### src/rtl/fifo_serial_tx_pkg.sv
// Shared definitions for the FIFO serial transmitter and its planned receiver.
// Holds the 3-bit FSM state encodings, the idle line level and the default bit
// period in clocks.
package fifo_tx_pkg;

  localparam logic [2:0] ST_IDLE   = 3'd0;
  localparam logic [2:0] ST_POP    = 3'd1;
  localparam logic [2:0] ST_LOAD   = 3'd2;
  localparam logic [2:0] ST_START  = 3'd3;
  localparam logic [2:0] ST_DATA   = 3'd4;
  localparam logic [2:0] ST_PARITY = 3'd5;
  localparam logic [2:0] ST_STOP   = 3'd6;

  typedef enum logic [2:0] {
    IDLE   = ST_IDLE,
    POP    = ST_POP,
    LOAD   = ST_LOAD,
    START  = ST_START,
    DATA   = ST_DATA,
    PARITY = ST_PARITY,
    STOP   = ST_STOP
  } tx_state_e;

  localparam logic TX_IDLE_LEVEL = 1'b1;
  localparam int   DIV_DEFAULT   = 4;

endpackage

### src/rtl/fifo_serial_tx_if.sv
// FIFO read-side handshake between the word FIFO and the serial transmitter.
//   fifo_empty : FIFO empty flag (driven by the FIFO)
//   fifo_rd_en : pop strobe (driven by the transmitter)
//   fifo_data  : FIFO data_out, valid the cycle after the pop edge
// master = transmitter side, slave = FIFO side.
interface fifo_serial_tx_if #(
  parameter int DATA_W = 4
);
  logic              fifo_empty;
  logic              fifo_rd_en;
  logic [DATA_W-1:0] fifo_data;

  modport master (
    output fifo_rd_en,
    input  fifo_empty,
    input  fifo_data
  );

  modport slave (
    input  fifo_rd_en,
    output fifo_empty,
    output fifo_data
  );
endinterface

### src/rtl/fifo_serial_tx_bit_timer.sv
// Bit-period timer: counts 0..DIV-1 and wraps, raising 'tick' during count DIV-1.
// 'clr' holds the count at zero so each bit starts on a fresh period.
//   clk, rst : clock, async active-high reset
//   clr      : synchronous clear
//   tick     : high in the last clock of a bit period
module bit_timer #(
  parameter int DIV   = 4,
  parameter int CNT_W = 8
) (
  input  logic clk,
  input  logic rst,
  input  logic clr,
  output logic tick
);

  localparam logic [CNT_W-1:0] CNT_LAST = CNT_W'(DIV - 1);

  logic [CNT_W-1:0] cnt_q, cnt_d;

  assign tick = (cnt_q == CNT_LAST);

  always_comb begin
    cnt_d = cnt_q + CNT_W'(1);
    if (clr || tick) begin
      cnt_d = '0;
    end
  end

  always_ff @(posedge clk or posedge rst) begin
    if (rst) begin
      cnt_q <= '0;
    end else begin
      cnt_q <= cnt_d;
    end
  end

endmodule

### src/rtl/fifo_serial_tx.sv
// Read side of the word FIFO: pops one word when enabled and the FIFO is not
// empty, then sends it as start(0), data LSB-first, optional even parity,
// stop(1), each bit DIV clocks long.
//   clk, rst   : clock, async active-high reset
//   enable     : permits new pops, looked at only in IDLE
//   fifo       : FIFO read handshake (master side)
//   tx         : serial line, idles high, registered
//   busy       : high outside IDLE
//   frame_done : one-cycle pulse in the last clock of the stop bit
//   word_count : frames sent since reset, wraps at 255
//
// state  | meaning
// IDLE   | line high, waiting for enable and a non-empty FIFO
// POP    | one-cycle FIFO read strobe
// LOAD   | capture FIFO data and its parity
// START  | start bit (0)
// DATA   | data bits, LSB first
// PARITY | even parity bit (only when PARITY_EN)
// STOP   | stop bit (1), frame_done in its last clock
module fifo_serial_tx
  import fifo_tx_pkg::*;
#(
  parameter int DATA_W    = 4,
  parameter int DIV       = DIV_DEFAULT,
  parameter bit PARITY_EN = 1'b0
) (
  input  logic              clk,
  input  logic              rst,
  input  logic              enable,
  fifo_serial_tx_if.master  fifo,
  output logic              tx,
  output logic              busy,
  output logic              frame_done,
  output logic [7:0]        word_count
);

  localparam int              BIT_W    = $clog2(DATA_W + 1);
  localparam logic [BIT_W-1:0] BIT_LAST = BIT_W'(DATA_W - 1);

  tx_state_e         state_q, state_d;
  logic [DATA_W-1:0] shift_q, shift_d;
  logic              parity_q, parity_d;
  logic [BIT_W-1:0]  bit_cnt_q, bit_cnt_d;
  logic              tx_q, tx_d;
  logic [7:0]        word_count_q, word_count_d;
  logic              tick;
  logic              timer_clr;

  // The timer only runs while a bit is on the line; it is cleared in the
  // non-bit states so START always begins at count 0.
  assign timer_clr = !(state_q inside {START, DATA, PARITY, STOP});

  bit_timer #(
    .DIV   (DIV),
    .CNT_W (8)
  ) u_bit_timer (
    .clk  (clk),
    .rst  (rst),
    .clr  (timer_clr),
    .tick (tick)
  );

  always_comb begin
    state_d      = state_q;
    shift_d      = shift_q;
    parity_d     = parity_q;
    bit_cnt_d    = bit_cnt_q;
    word_count_d = word_count_q;

    case (state_q)
      IDLE: begin
        if (enable && !fifo.fifo_empty) begin
          state_d = POP;
        end
      end
      POP: begin
        state_d = LOAD;
      end
      LOAD: begin
        shift_d   = fifo.fifo_data;
        parity_d  = ^fifo.fifo_data;
        bit_cnt_d = '0;
        state_d   = START;
      end
      START: begin
        if (tick) begin
          state_d = DATA;
        end
      end
      DATA: begin
        if (tick) begin
          shift_d   = shift_q >> 1;
          bit_cnt_d = bit_cnt_q + BIT_W'(1);
          if (bit_cnt_q == BIT_LAST) begin
            state_d = PARITY_EN ? PARITY : STOP;
          end
        end
      end
      PARITY: begin
        if (tick) begin
          state_d = STOP;
        end
      end
      STOP: begin
        if (tick) begin
          word_count_d = word_count_q + 8'd1;
          state_d      = IDLE;
        end
      end
      default: begin
        state_d = IDLE;
      end
    endcase

    // tx is registered from the next state so the pin only moves on bit
    // boundaries and never glitches on state decode.
    case (state_d)
      START:   tx_d = 1'b0;
      DATA:    tx_d = shift_d[0];
      PARITY:  tx_d = parity_d;
      default: tx_d = TX_IDLE_LEVEL;
    endcase
  end

  always_ff @(posedge clk or posedge rst) begin
    if (rst) begin
      state_q      <= IDLE;
      shift_q      <= '0;
      parity_q     <= 1'b0;
      bit_cnt_q    <= '0;
      tx_q         <= TX_IDLE_LEVEL;
      word_count_q <= 8'd0;
    end else begin
      state_q      <= state_d;
      shift_q      <= shift_d;
      parity_q     <= parity_d;
      bit_cnt_q    <= bit_cnt_d;
      tx_q         <= tx_d;
      word_count_q <= word_count_d;
    end
  end

  assign fifo.fifo_rd_en = (state_q == POP);
  assign busy            = (state_q != IDLE);
  assign frame_done      = (state_q == STOP) && tick;
  assign tx              = tx_q;
  assign word_count      = word_count_q;

endmodule

### src/flat_wrapper.sv
// flat-port wrapper written by rule: the top's interface ports become plain ports
module fifo_serial_tx_flat import fifo_tx_pkg::*;
#(
  parameter int DATA_W    = 4,
  parameter int DIV       = DIV_DEFAULT,
  parameter bit PARITY_EN = 1'b0
)
  (clk, rst, enable, tx, busy, frame_done, word_count, fifo_fifo_rd_en, fifo_fifo_empty, fifo_fifo_data);
  fifo_serial_tx_if #(.DATA_W(DATA_W)) fifo_i ();
  input  logic clk;
  input  logic rst;
  input  logic enable;
  output logic tx;
  output logic busy;
  output logic frame_done;
  output logic [7:0] word_count;
  output wire logic [$bits(fifo_i.fifo_rd_en)-1:0] fifo_fifo_rd_en;
  input wire logic [$bits(fifo_i.fifo_empty)-1:0] fifo_fifo_empty;
  input wire logic [$bits(fifo_i.fifo_data)-1:0] fifo_fifo_data;
  assign fifo_fifo_rd_en = fifo_i.fifo_rd_en;
  assign fifo_i.fifo_empty = fifo_fifo_empty;
  assign fifo_i.fifo_data = fifo_fifo_data;
  fifo_serial_tx #(.DATA_W(DATA_W), .DIV(DIV), .PARITY_EN(PARITY_EN)) u_core (.clk(clk), .rst(rst), .enable(enable), .fifo(fifo_i), .tx(tx), .busy(busy), .frame_done(frame_done), .word_count(word_count));
endmodule
### config.mk
export PLATFORM = sky130hd
export DESIGN_NAME = fifo_serial_tx_flat
export DESIGN_NICKNAME = d
export VERILOG_FILES = /design/src/rtl/fifo_serial_tx_pkg.sv /design/src/rtl/fifo_serial_tx_if.sv /design/src/rtl/fifo_serial_tx_bit_timer.sv /design/src/rtl/fifo_serial_tx.sv /design/src/flat_wrapper.sv
export SDC_FILE = /design/constraint.sdc
export NUM_CORES = 1
export LEC_CHECK = 0
export CAP_MARGIN = 20
export CORE_ASPECT_RATIO = 1.4
export CORE_MARGIN = 2
export CORE_UTILIZATION = 27
export CTS_CLUSTER_DIAMETER = 40
export CTS_CLUSTER_SIZE = 10
export DETAILED_ROUTE_END_ITERATION = 7
export SLEW_MARGIN = 25
export SYNTH_ARGS = -nofsm -noshare
export SYNTH_HDL_FRONTEND = slang
export SYNTH_SLANG_ARGS = --single-unit
### constraint.sdc
create_clock -name clk -period 1.95 [get_ports clk]
set_input_delay 0.39 -clock clk [delete_from_list [all_inputs] [get_ports clk]]
set_output_delay 0.39 -clock clk [all_outputs]
set_load 0.05 [all_outputs]
==> results of run 1 <==
kinds of logic (layout without fill, tap and decap cells):
kind of cell | Yosys count | in the layout
buffers and inverters | 9 | 47
and+or+nand+nor | 57 | 57
DFF | 28 | 28
muxes | 2 | 2
AOI/OAI and AO/OA | 28 | 28
xor gates and xnor gates | 17 | 17
adders and majority gates | 4 | 4
power by group:
part           switching, mW  total [mW]  leakage (nW)  internal [mW]
Combinational          0.544       0.984         0.515          0.441
Clock                  0.182       0.329        0.0228          0.147
Sequential             0.112       0.823         0.364          0.710
Total                  0.838        2.14         0.902           1.30
synthesized netlist by cell type (all sizes together):
cell type / instances
dfrtp: 27
nor2: 15
nand2: 11
xnor2: 11
o21ai: 6
xor2: 6
a22o: 5
and3: 5
nand3: 5
a21oi: 4
clkbuf: 4
ha: 4
nand4: 4
nor2b: 4
a21o: 3
inv: 3
nor3b: 3
a32o: 2
a32oi: 2
and2: 2
buf: 2
nor3: 2
a22oi: 1
a311oi: 1
a31oi: 1
a41oi: 1
dfstp: 1
mux2: 1
mux2i: 1
nand3b: 1
nor4: 1
o2111ai: 1
o22ai: 1
or2: 1
or3: 1
or3b: 1
or4: 1
what timing repair did:
action,4_1_cts,5_1_grt
gates resized for setup,2,6
endpoints found under the setup margin,2,13
pin swaps,2,1
setup buffers,3,0
how the worst min path moves through the flow:
stage	startpoint	to	cells past startpoint
after floorplan	u_core.shift_q[1]$_DFFE_PP0P_	u_core.shift_q[1]$_DFFE_PP0P_	1
after global placement	u_core.shift_q[1]$_DFFE_PP0P_	u_core.shift_q[1]$_DFFE_PP0P_	1
after detailed placement	u_core.shift_q[1]$_DFFE_PP0P_	u_core.shift_q[1]$_DFFE_PP0P_	1
after CTS	u_core.shift_q[1]$_DFFE_PP0P_	u_core.shift_q[1]$_DFFE_PP0P_	1
after global routing	rst	u_core.word_count[0]$_DFFE_PP0P_	3
final	rst	u_core.word_count[0]$_DFFE_PP0P_	3
layer usage:
layer	wire length, um	part of all wire [%]	track usage, %	vias to the layer above
li1	-	-	-	597
met2	1690	54	20.7	21
met5	0	0	0	-
met1	1290	41	14.0	598
met4	48	1.5	4.93	0
met3	107	3.4	1.47	4
registers in the layout, summed over array words and instances (netlist names):
register / flops
u_core.u_bit_timer.cnt_q: 8
u_core.tx: 1
u_core.shift_q: 4
u_core.state_q: 3
u_core.word_count: 8
u_core.parity_q: 1
u_core.bit_cnt_q: 3
area by class of cell:
class                   instances  area (um^2)
clock buffers                   4         45.0
fillers                       530         3270
inverters                       3         11.3
multi-input cells             108          749
flip-flops and latches         28          702
well taps                      66         82.6
repair buffers                 40          374
worst register-to-register path, stage by stage, from the launching register on:
cell,delay (ns)
dfrtp_1,0.41
ha_4,0.15
or3b_4,0.39
buf_4,0.15
nor2_2,0.14
buf_6,0.14
a21oi_1,0.05
or2_1,0.24
a22o_1,0.24
stage by stage:
step	power, mW	TNS [ns]
finish	2.14	-0.189
detailed placement	1.80	0
floorplan	1.46	-1.34
global placement	1.80	0
CTS	2.16	-0.271
global route	2.31	-0.844
==> impl_metrics.csv, run 1 <==
group,metric,value,unit
cts,clock_latency,0.27,ns
cells_and_area,drive_gt1_share,21.3,%
synth,ys_types,42,
timing,slew_headroom,66.4,%
synth,synth.area.top_cells,"dfrtp_1 (46%), xnor2_1 (6.5%), nor2_1 (3.5%)",
run_status,violations,"negative setup slack",
setup_path,worst-setup-path-type,"reg2out",
synth,synth-compound-area-share,13.5,%
timing,whs,0.476,ns
cells_and_area,fin_area,0.00196,mm^2
synth,synth_warnings,0,
cts,root_buffer,"clkbuf_8",
timing,worstMarginPinSlew,0.503,ns
timing,finalCriticalPeriod,2.04,ns
timing,fin_crit_sh,105,%
synth,synthXorXnorAreaFrac,10.0,%
setup_path,cp.depth,3,
route,routed_via_density,4.90,
timing,fin_ws,-0.0879,ns
die,fp.dieH,91.7,um
setup_path,crit_fanout,3,
synth,synth_top_family_by_area,"simple AND/OR/NAND/NOR gates",
synth,syn_area,0.00148,mm^2
cts,cts_max_level,1,
die,dieArea,0.00611,mm^2
setup_path,cp-start-kind,"flop",
synth,avgSynthCellArea,10.2,um^2
timing,rsz0062_at_grt,"yes",
cells_and_area,fin_cells,249,
global_routing,grt_max_degree,29,
synth,synth_seq_cells,28,
route,detail_route.iter0.violations,29,
pwr,power_leakage,0.902,nW
synth,synthCells,145,
global_routing,grt-ovfl-total,0,
cells_and_area,finish.net_count,196,
cts,clk_pin_slew,0.10,ns
setup_path,worstPathArrival,1.65,ns
placement,pre_cts_ws,0.0258,ns
timing,setup_violations,6,
timing,fin_skew,0.00490,ns
route,route.detailed.drc,0,
setup_path,critPathMaxStageDelay,0.58,ns
global_routing,grt_pass1_vias,1278,
placement,portBuffers,19,
cts,cts.sinks,28,
die,initial_utilization,28.3,%
global_routing,grt_usage,11.7,%
global_routing,grt_pass1_wl,5.64,mm
cts,cts_buffers,3,
cells_and_area,final_common_cell,"dfrtp_1",
synth,ys_seq_area_share,47.3,%
setup_path,cp_num_buf_inv,1,
synth,synthSimpleGateAreaFrac,21.3,%
synth,yosys.area.top_type,"dfrtp_1",
placement,dp_hpwl,2.35,mm
setup_path,crit_end,"frame_done",
run_status,status,"complete, but fails checks",
cells_and_area,diodes,0,
setup_path,reg2reg_depth,8,
setup_path,r2r-start,"u_core.u_bit_timer.cnt_q[1]$_DFF_PP0_",
synth,syn_nets,157,
timing,fmax,491,MHz
cells_and_area,final_util,37.5,%
setup_path,reg2reg_to,"u_core.shift_q[3]$_DFFE_PP0P_",
placement,place_area,0.00187,mm^2
setup_path,r2r_slack,-0.06,ns
synth,muxShareOfSynthArea,1.43,%
die,core,0.00524,mm^2
timing,finalHoldViolations,0,
cts,cts_buffer_depth,2,
setup_path,startpoint,"u_core.u_bit_timer.cnt_q[4]$_DFF_PP0_",
die,die_w,66.7,um
setup_path,worstPathCellList,"or4_4 -> nor3_4 -> buf_12",
setup_path,critPathCaptureType,"output port",
pwr,ir_drop,0.538,mV
cells_and_area,syn_to_final_growth,32.4,%
route,postRouteAntennaNets,0,
global_routing,antenna_found_initial,0,
route,dr.pass1.iters,4,
hold_path,min_path_type,"in2async",
die,ioPinCount,20,
placement,place_congestion,0.759,
route,vias,1220,
flow_run,maxCapViolCount,0,
timing,slew_violations,0,
cts,hold_buffers,0,
die,rows,31,
cells_and_area,layout_common_cells,"dfrtp_1 (27), buf_4 (23), nor2_1 (14), xnor2_1 (11), nand2_1 (11)",
pwr,powerDensity,1090,mW/mm^2
setup_path,crit_family,"simple AND/OR/NAND/NOR gates",
synth,synth_top_area_share,45.5,%
route,postRouteWirelength,3.14,mm
setup_path,cp.required,1.56,ns
route,avgRoutedWirePerCell,12.6,um
cts,tritoncts,"built",
placement,dpl.cell_count,242,
synth,synth-adder-area-share,3.37,%
setup_path,cpMaxStageDelayCell,"or4_4",
Note: power is estimated with default switching activity, not from simulation.
==> inputs of run 2 (changes only) <==
--- a/config.mk
+++ b/config.mk
@@ -7,11 +7,11 @@
 export LEC_CHECK = 0
 export CAP_MARGIN = 20
 export CORE_ASPECT_RATIO = 1.4
-export CORE_MARGIN = 2
-export CORE_UTILIZATION = 27
+export CORE_UTILIZATION = 48
 export CTS_CLUSTER_DIAMETER = 40
 export CTS_CLUSTER_SIZE = 10
 export DETAILED_ROUTE_END_ITERATION = 7
+export PLACE_DENSITY = 0.74
 export SLEW_MARGIN = 25
 export SYNTH_ARGS = -nofsm -noshare
 export SYNTH_HDL_FRONTEND = slang
==> run 2 against run 1 <==
  * The flow still finishes with violations (negative setup slack)
  * Routed wire length increased by 10%
  * Clock power up 11%
  * Maximum frequency is 0.98% lower
  * Worst hold slack got worse by 0.0053 ns
  * Non-clock buffer count increased by 6
  * Combinational power is 12% higher
  * Critical path type unchanged
  * Largest cell class unchanged
==> impl_metrics.csv, run 2 (synthesized netlist as in run 1, its figures left out) <==
group,metric,value,unit
timing,fin_ws,-0.108,ns
cells_and_area,drive_gt1_share,27.5,%
placement,place_congestion,0.854,
route,routed_via_density,5.53,
route,drt-met1-wl,1.29,mm
cts,tritoncts,"built",
global_routing,grt-ovfl-total,0,
pwr,ir_drop,0.773,mV
setup_path,cp.required,1.56,ns
flow_run,maxCapViolCount,0,
route,route.detailed.drc,0,
timing,finalCriticalPeriod,2.06,ns
cts,hold_buffers,0,
cts,cts_max_level,1,
timing,slew_headroom,66.2,%
timing,fmax,486,MHz
timing,fin_skew,0.00368,ns
hold_path,min_path_type,"in2async",
global_routing,grt_usage,22.2,%
timing,setup_violations,10,
cts,clock_latency,0.28,ns
pwr,swShare,39.5,%
cells_and_area,final_common_cell,"buf_4",
run_status,violations,"negative setup slack",
die,rows,23,
route,avgRoutedWirePerCell,15.3,um
cts,cts.sinks,28,
route,detail_route.iter0.violations,16,
cts,root_buffer,"clkbuf_8",
route,route.met2.wl,1.97,mm
route,top_layer_used,"met4",
global_routing,grt_pass1_wl,5.51,mm
timing,rsz0062_at_grt,"yes",
setup_path,worstPathArrival,1.67,ns
timing,fin_crit_sh,106,%
global_routing,grt_pass1_vias,1260,
pwr,comb_power_share,48.0,%
global_routing,grt_max_degree,29,
timing,slew_violations,0,
placement,portBuffers,19,
pwr,p_int,1.39,mW
setup_path,cp-start-kind,"flop",
pwr,power,2.29,mW
die,die_w,49.0,um
cts,cts_buffer_depth,2,
route,vias,1250,
pwr,p_sw,0.906,mW
timing,fin_setup_tns,-0.370,ns
timing,whs,0.471,ns
timing,worstMarginPinSlew,0.505,ns
setup_path,critPathCaptureType,"output port",
die,core,0.00291,mm^2
cells_and_area,final_util,69.2,%
die,fp.dieH,67.8,um
pwr,powerDensity,1140,mW/mm^2
cts,cts_buffers,3,
timing,finalHoldViolations,0,
cells_and_area,syn_to_final_growth,35.5,%
placement,dpl.cell_count,215,
setup_path,crit_fanout,2,
pwr,power_leakage,0.939,nW
placement,dp_hpwl,2.41,mm
pwr,sequentialPowerShare,36.0,%
die,initial_utilization,51.1,%
route,postRouteAntennaNets,0,
pwr,clock_power_share,16.0,%
setup_path,worst-setup-path-type,"reg2out",
route,met3_length,98,um
global_routing,antenna_found_initial,0,
cells_and_area,finish.net_count,202,
route,dr.pass1.iters,4,
route,postRouteWirelength,3.46,mm
cts,clk_pin_slew,0.10,ns
die,ioPinCount,20,
cells_and_area,diodes,0,
cells_and_area,fin_cells,226,
cells_and_area,layout_common_cells,"buf_4 (27), dfrtp_1 (26), nor2_1 (14), clkdlybuf4s50_1 (11)",
run_status,status,"complete, but fails checks",
die,dieArea,0.00332,mm^2
## run 2: final timing paths
kind | start | endpoint | slack, ns | cells past startpoint
setup / recovery | u_core.u_bit_timer.cnt_q[5]$_DFF_PP0_ | frame_done | -0.11 | 3
hold / removal | rst | u_core.word_count[1]$_DFFE_PP0P_ | 0.47 | 3
setup reg to reg | u_core.u_bit_timer.cnt_q[5]$_DFF_PP0_ | u_core.word_count[6]$_DFFE_PP0P_ | -0.06 | 7
hold reg to reg | u_core.word_count[7]$_DFFE_PP0P_ | u_core.word_count[7]$_DFFE_PP0P_ | 0.49 | 1
max in group asynchronous | rst | u_core.tx$_DFF_PP1_ | 1.16 | 3
min in group clk | u_core.word_count[7]$_DFFE_PP0P_ | u_core.word_count[7]$_DFFE_PP0P_ | 0.49 | 1
## run 2: area by class of cell
cell class | instances | area (um^2)
clock buffers | 4 | 55.1
inverters | 3 | 11.3
flip-flops and latches | 28 | 703
well taps | 37 | 46.3
multi-input cells | 108 | 778
repair buffers | 46 | 417
fillers | 219 | 896
## run 2: per-stage QoR
stage          worst slack [ns]  instance area [um^2]
4_1_cts                  -0.107                  1940
2_1_floorplan            -0.334                  1490
3_3_place_gp             0.0900                  1850
3_5_place_dp             0.0624                  1850
6_report                 -0.108                  2010
5_1_grt                  -0.154                  2010
## run 2: power by group through the flow
stage / Sequential [mW] / Clock, mW / Combinational [mW]
floorplan: 0.841 / 0 / 0.624
global placement: 0.822 / 0 / 0.991
detailed placement: 0.829 / 0 / 1.02
CTS: 0.820 / 0.370 / 1.06
global route: 0.841 / 0.389 / 1.20
finish: 0.825 / 0.366 / 1.10
## run 2: worst max-delay path: stages, from the launching register on
cell and delay [ns]:
dfrtp_1 0.40, or4_4 0.56, nor3_4 0.26, buf_12 0.17
## run 2: metal layers
layer	global-route usage (%)	vias to the layer above
met3	3.15	10
met5	0	-
met1	23.5	599
met4	9.56	0
met2	43.4	38
li1	-	603
## run 2: repair_timing
action,CTS,global route
pin swaps,2,3
gates resized for setup,3,12
cloned,0,1
setup buffers,2,4
setup endpoints to repair,1,15
==> inputs of run 3 (changes only) <==
--- a/config.mk
+++ b/config.mk
@@ -9,7 +9,7 @@
 export CORE_ASPECT_RATIO = 1.4
 export CORE_UTILIZATION = 48
 export CTS_CLUSTER_DIAMETER = 40
-export CTS_CLUSTER_SIZE = 10
+export CTS_CLUSTER_SIZE = 20
 export DETAILED_ROUTE_END_ITERATION = 7
 export PLACE_DENSITY = 0.74
 export SLEW_MARGIN = 25
==> results of run 3 <==
Same layout as run 2: the final DEF is identical, and so are final timing and power.
